===== src/rtl/dmem_pkg.sv =====
// Shared constants and FSM state encoding for the 64-bit byte-serial data-memory responder.
// Holds no logic, so it adds no latency and has no backpressure.
package dmem_pkg;

    localparam int DMEM_ADDR_BITS = 10;
    localparam int DMEM_BEATS     = 8;

    typedef enum logic [1:0] {
        IDLE  = 2'd0,
        WRITE = 2'd1,
        READ  = 2'd2,
        DONE  = 2'd3
    } dmem_state_t;

endpackage


===== src/rtl/dmem_shift64.sv =====
// 64-bit word register that loads in parallel or shifts one byte in at the LSB end.
// Updates one cycle after load/shift_en; it has no backpressure and does whatever it is told each cycle.
module dmem_shift64 (
    input  logic        clk,
    input  logic        rst_n,
    input  logic        load,
    input  logic [63:0] load_dat,
    input  logic        shift_en,
    input  logic [7:0]  shift_dat,
    output logic [63:0] word_dat
);

    always_ff @(posedge clk or negedge rst_n) begin
        if (!rst_n) begin
            word_dat <= '0;
        end else if (load) begin
            word_dat <= load_dat;
        end else if (shift_en) begin
            word_dat <= {word_dat[55:0], shift_dat};
        end
    end

endmodule


===== src/rtl/dmem_responder.sv =====
// Serves 64-bit loads and stores over a byte-wide synchronous memory, big-endian, one byte per cycle.
// Store response at T+9 and load response at T+10; stall holds the requester from acceptance until the response.
module dmem_responder
    import dmem_pkg::*;
#(
    parameter int ADDR_BITS = DMEM_ADDR_BITS,
    parameter int BEATS     = DMEM_BEATS
) (
    input  logic                 clk,
    input  logic                 rst_n,
    input  logic                 req_valid,
    input  logic                 req_write,
    input  logic [63:0]          req_addr,
    input  logic [63:0]          req_wdata,
    output logic                 stall,
    output logic                 resp_valid,
    output logic [63:0]          resp_rdata,
    output logic [ADDR_BITS-1:0] mem_addr,
    output logic                 mem_we,
    output logic [7:0]           mem_wdata,
    input  logic [7:0]           mem_rdata
);

    dmem_state_t          state;
    dmem_state_t          state_nxt;
    logic [2:0]           beat_cnt;
    logic                 rd_tail;
    logic                 last_beat;
    logic [ADDR_BITS-1:0] base_q;
    logic [63:0]          rdata_q;
    logic [63:0]          word_dat;
    logic                 load;
    logic                 shift_en;
    logic [7:0]           shift_dat;
    logic                 unused_addr_hi;

    assign unused_addr_hi = ^req_addr[63:ADDR_BITS];
    assign last_beat      = (beat_cnt == 3'(BEATS - 1));

    always_ff @(posedge clk or negedge rst_n) begin
        if (!rst_n) begin
            state <= IDLE;
        end else begin
            state <= state_nxt;
        end
    end

    // Reads need one extra cycle after the last address for the final byte to return.
    always_comb begin
        state_nxt = state;
        case (state)
            IDLE:    if (req_valid) state_nxt = req_write ? WRITE : READ;
            WRITE:   if (last_beat) state_nxt = DONE;
            READ:    if (rd_tail)   state_nxt = DONE;
            DONE:    state_nxt = IDLE;
            default: state_nxt = IDLE;
        endcase
    end

    always_comb begin
        stall      = 1'b0;
        resp_valid = 1'b0;
        mem_we     = 1'b0;
        mem_addr   = '0;
        mem_wdata  = '0;
        load       = 1'b0;
        shift_en   = 1'b0;
        shift_dat  = mem_rdata;
        case (state)
            IDLE: begin
                stall = req_valid;
                load  = req_valid;
            end
            WRITE: begin
                // Rotating the top byte back in leaves the store word intact for the response.
                stall     = 1'b1;
                mem_we    = 1'b1;
                mem_addr  = base_q + ADDR_BITS'(beat_cnt);
                mem_wdata = word_dat[63:56];
                shift_en  = 1'b1;
                shift_dat = word_dat[63:56];
            end
            READ: begin
                stall    = 1'b1;
                mem_addr = base_q + ADDR_BITS'(beat_cnt);
                shift_en = (beat_cnt != 3'd0) || rd_tail;
            end
            DONE: begin
                resp_valid = 1'b1;
            end
            default: ;
        endcase
    end

    assign resp_rdata = (state == DONE) ? word_dat : rdata_q;

    always_ff @(posedge clk or negedge rst_n) begin
        if (!rst_n) begin
            beat_cnt <= '0;
            rd_tail  <= 1'b0;
            base_q   <= '0;
            rdata_q  <= '0;
        end else begin
            case (state)
                IDLE: begin
                    beat_cnt <= '0;
                    rd_tail  <= 1'b0;
                    if (req_valid) base_q <= req_addr[ADDR_BITS-1:0];
                end
                WRITE: beat_cnt <= beat_cnt + 3'd1;
                READ: begin
                    if (!rd_tail) beat_cnt <= beat_cnt + 3'd1;
                    rd_tail <= last_beat && !rd_tail;
                end
                DONE: rdata_q <= word_dat;
                default: ;
            endcase
        end
    end

    dmem_shift64 u_shift (
        .clk       (clk),
        .rst_n     (rst_n),
        .load      (load),
        .load_dat  (req_wdata),
        .shift_en  (shift_en),
        .shift_dat (shift_dat),
        .word_dat  (word_dat)
    );

endmodule


===== config.mk =====
export PLATFORM = sky130hd
export DESIGN_NAME = dmem_responder
export DESIGN_NICKNAME = d
export VERILOG_FILES = /design/src/rtl/dmem_pkg.sv /design/src/rtl/dmem_shift64.sv /design/src/rtl/dmem_responder.sv
export SDC_FILE = /design/constraint.sdc
export NUM_CORES = 1
export LEC_CHECK = 0
export CAP_MARGIN = 20
export CORE_MARGIN = 2
export CORE_UTILIZATION = 47
export DETAILED_ROUTE_END_ITERATION = 10
export DONT_BUFFER_PORTS = 1
export GPL_TIMING_DRIVEN = 0
export PLACE_DENSITY = 0.71
export SLEW_MARGIN = 20
export SYNTH_ARGS = -nofsm -noshare
export SYNTH_HDL_FRONTEND = slang
export SYNTH_SLANG_ARGS = --single-unit

===== constraint.sdc =====
create_clock -name clk -period 2.8 [get_ports clk]
set_clock_uncertainty 0.05 [all_clocks]
set_input_delay 0.56 -clock clk [delete_from_list [all_inputs] [get_ports clk]]
set_output_delay 0.56 -clock clk [all_outputs]
set_load 0.005 [all_outputs]

==> impl_results.md, run 1 <==
* Pin count of the biggest net entering global routing at 145
* Synth Warn # at 0
* CTS clk-pin slew, worst paths at 0.06 ns
* Root Buffer: clkbuf_16
* Die Span X at 122.1 µm
* Busiest grt layer: met2
* Critical path origin: state[0]
* Met3 Use GR at 9.036%
* Max FO, Critical Path at 10
* Ports at 225
* Initial antenna violation count at 1
* Number of global-route vias before repair at 4825
* Post-Synthesis Cells at 629
* Minimum clock period at 2.657 ns
* First-pass GRT wire length at 26000 µm
* WL/cell at 20.27 µm
* FP Rows at 43
* Post-route cell area at 7487 µm²
* Cells on worst reg2reg path at 8
* Final setup viols at 0
* Area contributors post-synth: dfrtp_1, mux2_2, a21oi_1, nand2_1, nor2_1
* Max Cap Viol at 0
* Routability Congestion at 0.9050
* Drt first pass iters at 5
* Pre-CTS WS at -0.1160 ns
* Leading area contributor after synthesis: dfrtp_1
* Hold WC Path Type: in2async
* GRT met1 Usage at 28.46%
* Via-per-instance ratio at 5.581
* Clk_lat worst skew at 0.42 ns
* CTS tree: built
* #FFs+latches synth at 144
* Status: finished with violations
* Slew Limit Fails at 0
* Hold Violations, Final at 144
* Critical path arrival at 2.05 ns
* PortBufs at 0
* Clk buf depth at 2
* Fmax at 376.4 MHz
* Total vias in the final route at 4699
* Layout cells sized above 1 at 22.54%
* Met2 Use GR at 37.99%
* GRT Overall Usage at 23.36%
* CTS Buf Count at 17
* Routed wire length at 17070 µm
* H-Tree Depth at 4
* Critical path type: reg2out
* Power per cell area at 1497 nW/µm²
* Tot Pwr at 11.21 mW
* P&R area growth vs syn at 14.20%
* Crit end category: primary output
* Clk sink count at 144
* WHS at -0.2109 ns
* Measured slew at the worst slew-check pin at 0.6423 ns
* Reg2reg start: state[1]
* Synth unique cells at 36
* Die area at 14910 µm²
* Drc violations at 0
* Synthesized cell area at 6556 µm²
* Sequential area share after synthesis at 54.96%
* Peak supply drop at 0.8013 mV
* Dpl cell area at 6782 µm²
* Worst path required time at 2.19 ns
* Final setup margin at 0.1434 ns
* RSZ-0062 raised after global routing: false
* R2R Setup Slk at 0.42 ns
* Failing checks: negative hold slack
* Final nets at 800
* Initial Util at 47.60%
* Die height at 122.1 µm
* Post-DP HPWL at 12280 µm
* CP endpoint: resp_rdata[56]
* Max-slew headroom at 57.18%
* Critical R2R Capture: u_shift.word_dat[23]
* Worst setup SP type: register
* Core Region at 13770 µm²
* Syn Area/Cell at 10.42 µm²
* Post-synth net total at 781
* Top-area cell type share of the netlist area at 54.96%
* Period utilization at 94.88%
* Iter 0 DRT Violations at 270
* Leakage at 3.301 nW
* Total grt overflow at 0
* DRT antenna net count at 0
power by group:
part	total, mW	switching [mW]	leakage, nW	internal, mW
Sequential	3.93	0.727	1.68	3.21
Clock	2.52	0.841	0.324	1.68
Combinational	4.75	2.73	1.29	2.02
critical path: stages (launching register included):
cell      delay (ns)
dfrtp_1         0.40
ha_1            0.27
clkbuf_4        0.28
clkbuf_4        0.27
mux2_2          0.40
cells in the mapped netlist, drive strengths merged:
| cell type | n |
|---|---|
| mux2 | 65 |
| and2 | 17 |
| nand2 | 106 |
| xor2 | 3 |
| o2111ai | 1 |
| and4 | 1 |
| a221oi | 1 |
| o21a | 1 |
| fa | 1 |
| nor2 | 67 |
| nand3 | 1 |
| o211ai | 1 |
| a21o | 1 |
| dfrtp | 144 |
| nor3b | 1 |
| mux2i | 1 |
| nand4 | 1 |
| ha | 11 |
| a21boi | 1 |
| nand2b | 2 |
| a21oi | 114 |
| clkbuf | 18 |
| o31ai | 8 |
| o21ai | 15 |
| or4b | 1 |
| xnor2 | 3 |
| nor2b | 12 |
| buf | 21 |
| a31oi | 1 |
| inv | 9 |
sequential cells by signal, summed over array words and instances (netlist names):
signal	flops
rdata_q	64
rd_tail	1
base_q	10
beat_cnt	3
state	2
u_shift.word_dat	64
worst min-delay path by stage:
stage,from,end,slack (ns),cells after the start
after floorplan,rst_n,base_q[0],0.21,0
after global routing,rst_n,state[1],-0.24,0
final,rst_n,u_shift.word_dat[12],-0.21,0
after CTS,rst_n,rdata_q[11],-0.23,0
after global placement,rst_n,rdata_q[7],0.22,0
after detailed placement,rst_n,rdata_q[12],0.22,0
what timing repair did:
| item | 4_1_cts | 5_1_grt |
|---|---|---|
| gates resized for setup | 8 | 11 |
| setup buffers | 0 | 1 |
| hold endpoints to repair | 144 | 144 |
| endpoints found under the setup margin | 44 | 43 |
cell families (layout without fill, tap and decap cells):
| group | Yosys count | after routing | synth area share [%] |
|---|---|---|---|
| other | 0 | 1 | 0 |
| AOI/OAI and AO/OA | 144 | 144 | 13.07 |
| DFF | 144 | 144 | 54.96 |
| xor gates and xnor gates | 6 | 6 | 0.8017 |
| buffers and inverters | 48 | 80 | 3.874 |
| and+or+nand+nor | 209 | 209 | 13.57 |
| muxes | 66 | 66 | 11.32 |
| adders and majority gates | 12 | 12 | 2.405 |
metrics by stage:
step / util [%] / setup TNS [ns] / cells
after detailed placement: 49.24 / -1.997 / 809
after CTS: 54.13 / 0 / 840
after floorplan: - / 0 / 629
final: 54.36 / 0 / 842
after global routing: 54.36 / 0 / 842
after global placement: 49.24 / 0 / 809
layout by cell type (no fill, tap or decap), drive strengths merged, types with 2 or more instances in the layout:
cell type    n
a21oi      114
and2        17
buf         21
bufinv       5
clkbuf      41
clkinv       2
dfrtp      144
ha          11
inv         10
mux2        65
nand2      106
nand2b       2
nor2        67
nor2b       12
o21ai       15
o31ai        8
xnor2        3
xor2         3
layer usage:
layer,vias up,share of wire (%)
met5,-,0
met4,0,2.2
met3,30,8.2
met2,160,48
met1,2359,42
li1,2150,-
layout make-up:
cell class	instances	area [µm²]
fillers	1226	6286
diodes	1	2.502
plain buffers	38	241.5
clock inverters	9	176.4
inverters	9	33.78
repair buffers	1	7.507
multi-input cells	437	2709
well taps	180	225.2
flip-flops and latches	144	3603
clock buffers	23	488.0
(Power assumes the default switching activity.)
==> inputs of run 2 (changes only) <==
--- a/config.mk
+++ b/config.mk
@@ -15,4 +15,5 @@
 export SLEW_MARGIN = 20
 export SYNTH_ARGS = -nofsm -noshare
 export SYNTH_HDL_FRONTEND = slang
+export SYNTH_HIERARCHICAL = 1
 export SYNTH_SLANG_ARGS = --single-unit
==> run 2 against run 1 <==
Register-to-register slack got worse by 0.08 ns. Critical path depth rose by 3. Non-clock buffer count fell by 7. Critical endpoint is now mem_addr[6]. Flip-flop and latch count did not move. Synthesized cell count fell by 14%. Via count fell by 11%. Area after synthesis fell by 0.15%. The run still ends with negative hold slack left. Final cell count fell by 11%.
==> impl_results.md, run 2 <==
* Commonest non-fill, non-tap cell in the layout: dfrtp_1 (unchanged)
* CTS tree: built (unchanged)
* Hold Violations, Final at 144 (unchanged)
* Die Span X at 122.0 µm (was 122.1 µm)
* Most frequent cells in the layout: dfrtp_1, mux2_2, nand2_1, mux2i_1, o21ai_1 (was dfrtp_1, nand2_1, a21oi_1, nor2_1, mux2_2)
* Post-synthesis xor/xnor area fraction at 0.8028% (was 0.8015%)
* DRT antenna net count at 0 (unchanged)
* Final nets at 710 (was 800)
* Total vias in the final route at 4167 (was 4699)
* Post-synth net total at 690 (was 781)
* Synth Warn # at 6 (was 0)
* Clk sink count at 144 (unchanged)
* Switching power at 3.938 mW (was 4.302 mW)
* Crit path cell chain: ha_1, inv_1, fa_1, nor2b_2, o2111ai_1, xnor2_1, and2_1 (was ha_1, clkbuf_4, clkbuf_4, mux2_2)
* Simple-gate area share of the yosys netlist at 7.378% (was 13.57%)
* Leakage at 3.168 nW (was 3.301 nW)
* Routed wire length at 16050 µm (was 17070 µm)
* Drt first pass iters at 4 (was 5)
* RSZ-0062 raised after global routing: false (unchanged)
* Dpl cell area at 6771 µm² (was 6782 µm²)
* Initial antenna violation count at 0 (was 1)
* Final TNS setup at 0 ns (unchanged)
* Synth Flop Type: dfrtp_1 (unchanged)
* Pin count of the biggest net entering global routing at 145 (unchanged)
* N_diodes at 0 (was 1)
* Tot Pwr at 10.64 mW (was 11.21 mW)
* Hold WC Path Type: in2async (unchanged)
* P&R area growth vs syn at 13.28% (was 14.20%)
* FP Rows at 43 (unchanged)
* Post-synth ARST share at 100.0% (unchanged)
* Synthesized cell area at 6546 µm² (was 6556 µm²)
* Initial Util at 47.72% (was 47.60%)
* Post-route cell area at 7416 µm² (was 7487 µm²)
* Status: finished with violations (unchanged)
* Layout cells sized above 1 at 24.34% (was 22.54%)
* Pre-CTS WS at 0.3376 ns (was -0.1160 ns)
* R2R Setup Slk at 0.34 ns (was 0.42 ns)
* Number of global-route vias before repair at 4423 (was 4825)
* Max FO, Critical Path at 4 (was 10)
* EDFF count, synth at 0 (unchanged)
* Failing checks: negative hold slack (unchanged)
* Critical R2R Capture: u_shift/word_dat[34] (was u_shift.word_dat[23])
* CTS Buf Count at 17 (unchanged)
* Top-area cell type share of the netlist area at 55.05% (was 54.96%)
* Clock power frac at 22.4% (was 22.5%)
* First-pass GRT wire length at 25210 µm (was 26000 µm)
* Iter 0 DRT Violations at 271 (was 270)
* Leading area contributor after synthesis: dfrtp_1 (unchanged)
* Ports at 225 (unchanged)
* Power per cell area at 1435 nW/µm² (was 1497 nW/µm²)
* Post-Place Cells at 718 (was 809)
* Routability Congestion at 0.8068 (was 0.9050)
* Fmax at 377.1 MHz (was 376.4 MHz)
* WHS at -0.2151 ns (was -0.2109 ns)
* Comb pwr share at 40.9% (was 42.4%)
* Slew Limit Fails at 0 (unchanged)
* Die area at 14890 µm² (was 14910 µm²)
* Clk buf depth at 2 (unchanged)
* Area contributors post-synth: dfrtp_1, mux2_2, mux2i_1, o21ai_1, nand2_1 (was dfrtp_1, mux2_2, a21oi_1, nand2_1, nor2_1)
* Top Registers: rdata_q x64, u_shift/word_dat x64, base_q x10 (was rdata_q x64, u_shift.word_dat x64, base_q x10)
* Switching share of power at 37.01% (was 38.39%)
* Syn Area/Cell at 12.17 µm² (was 10.42 µm²)
* Multiplexer share of the synthesized area at 23.87% (was 11.32%)
* Worst path required time at 2.19 ns (about the same)
* Die height at 122.0 µm (was 122.1 µm)
* Max-slew headroom at 64.15% (was 57.18%)
* Drc violations at 0 (unchanged)
* WL/cell at 21.38 µm (was 20.27 µm)
* CTS clk-pin slew, worst paths at 0.06 ns (about the same)
* Max Cap Viol at 0 (unchanged)
* #FFs+latches synth at 144 (unchanged)
* Power Internal at 6.702 mW (was 6.904 mW)
* Cells on worst reg2reg path at 10 (was 8)
* Most numerous cell in the Yosys netlist: dfrtp_1 (unchanged)
* PortBufs at 0 (unchanged)
* Crit end category: primary output (unchanged)
* Sequential area share after synthesis at 55.05% (was 54.96%)
* Post-synthesis compound-gate area fraction at 6.651% (was 13.07%)
* Reg2reg start: state[1] (unchanged)
* Sequential share of power at 36.7% (was 35.1%)
* Minimum clock period at 2.652 ns (was 2.657 ns)
* Post-Synthesis Cells at 538 (was 629)
* Post-DP HPWL at 11500 µm (was 12280 µm)
* Via-per-instance ratio at 5.549 (was 5.581)
* Largest family of logic cells by synthesized area: multiplexers (was simple AND/OR/NAND/NOR gates)
* Most common library cells after synthesis: dfrtp_1, mux2_2, nand2_1 (was dfrtp_1, nand2_1, a21oi_1)
* Root Buffer: clkbuf_16 (unchanged)
* H-Tree Depth at 4 (unchanged)
* Measured slew at the worst slew-check pin at 0.5377 ns (was 0.6423 ns)
* Slowest Stage Delay on Critical Path at 0.39 ns (was 0.40 ns)
* Post-Synth Adder-Cell Area at 2.408% (was 2.405%)
* Layout Cells excl Fill at 751 (was 842)
* Worst setup SP type: register (unchanged)
* Critical path arrival at 2.04 ns (was 2.05 ns)
* GRT Overall Usage at 22.64% (was 23.36%)
* Final setup margin at 0.1483 ns (was 0.1434 ns)
* Clk_lat worst skew at 0.42 ns (about the same)
* Critical path type: reg2out (unchanged)
* Core Region at 13720 µm² (was 13770 µm²)
* Final setup viols at 0 (unchanged)
* Max stage delay cell, worst path: fa_1 (was dfrtp_1)
* Total grt overflow at 0 (unchanged)
* Peak supply drop at 0.6465 mV (was 0.8013 mV)
* Period utilization at 94.70% (was 94.88%)
* Synth unique cells at 33 (was 36)
run 2: cell types whose count changed after synthesis, moves of 7 or more:
cell	change
a21oi_1	-85
a21oi_2	-26
buf_6	-7
clkbuf_1	-7
mux2_2	+16
mux2i_1	+64
nand2_1	-28
nor2_1	-61
nor2b_1	-7
o21ai_1	+59
o31ai_1	-8
run 2: kinds of logic after synthesis:
kind of cell	after synthesis
multiplexers	146
flip-flops	144
AND/OR/NAND/NOR	110
AO/OA/AOI/OAI	80
buffers and inverters	40
adder cells (fa/ha/maj)	12
XOR/XNOR	6
run 2: layer usage:
layer  vias to the layer above  GRT usage [%]  wire length [µm]
met1                      2105          28.68              6534
met4                         0          6.968               157
li1                       1900              -                 -
met3                        13          7.631              1294
met5                         -              0                 0
met2                       149          36.84              8068
run 2: worst max path at each step:
stage | from | end | slack (ns) | cells past startpoint
final | beat_cnt[0] | mem_addr[6] | 0.15 | 7
after global routing | beat_cnt[0] | mem_addr[6] | 0.02 | 7
after CTS | beat_cnt[0] | mem_addr[6] | 0.02 | 7
after detailed placement | state[1] | u_shift/word_dat[41] | 0.34 | 10
after global placement | state[1] | u_shift/word_dat[8] | 0.38 | 10
after floorplan | beat_cnt[0] | mem_addr[6] | 0.63 | 7
run 2: what timing repair did:
action                                  in CTS  in global routing
endpoints found under the setup margin       7                  8
endpoints found under the hold margin      144                144
setup buffers                                0                  1
resized for setup                            1                  2
gates cloned                                 0                  0
pin swaps                                    0                  0
run 2: power by group through the flow:
stage / logic, mW / clock network [mW] / registers [mW]
floorplan: 3.57 / 0 / 3.56
global placement: 4.19 / 0 / 3.88
detailed placement: 4.34 / 0 / 3.94
CTS: 4.39 / 2.42 / 3.91
global route: 4.80 / 2.52 / 4.03
finish: 4.35 / 2.39 / 3.90
run 2: cell type report:
class | instances | area, µm²
plain buffers | 31 | 220.2
clock buffers | 19 | 452.9
clock inverters | 13 | 176.4
fillers | 1178 | 6304
inverters | 9 | 33.78
multi-input cells | 354 | 2696
flip-flops and latches | 144 | 3603
well taps | 180 | 225.2
repair buffers | 1 | 7.507
run 2: per-stage QoR:
step	hold WS [ns]	utilization [%]
finish	-0.2151	54.05
global placement	0.2185	49.36
global route	-0.2420	54.05
CTS	-0.2376	53.96
floorplan	0.2144	-
detailed placement	0.2170	49.36
run 2: critical path, delay by kind of cell, from the launching register on:
family	cells	cell delay, ns
xor gates and xnor gates	1	0.15
AOI/OAI and AO/OA	1	0.14
adders and majority gates	2	0.57
buffers and inverters	1	0.06
and+or+nand+nor	2	0.35
DFF	1	0.37
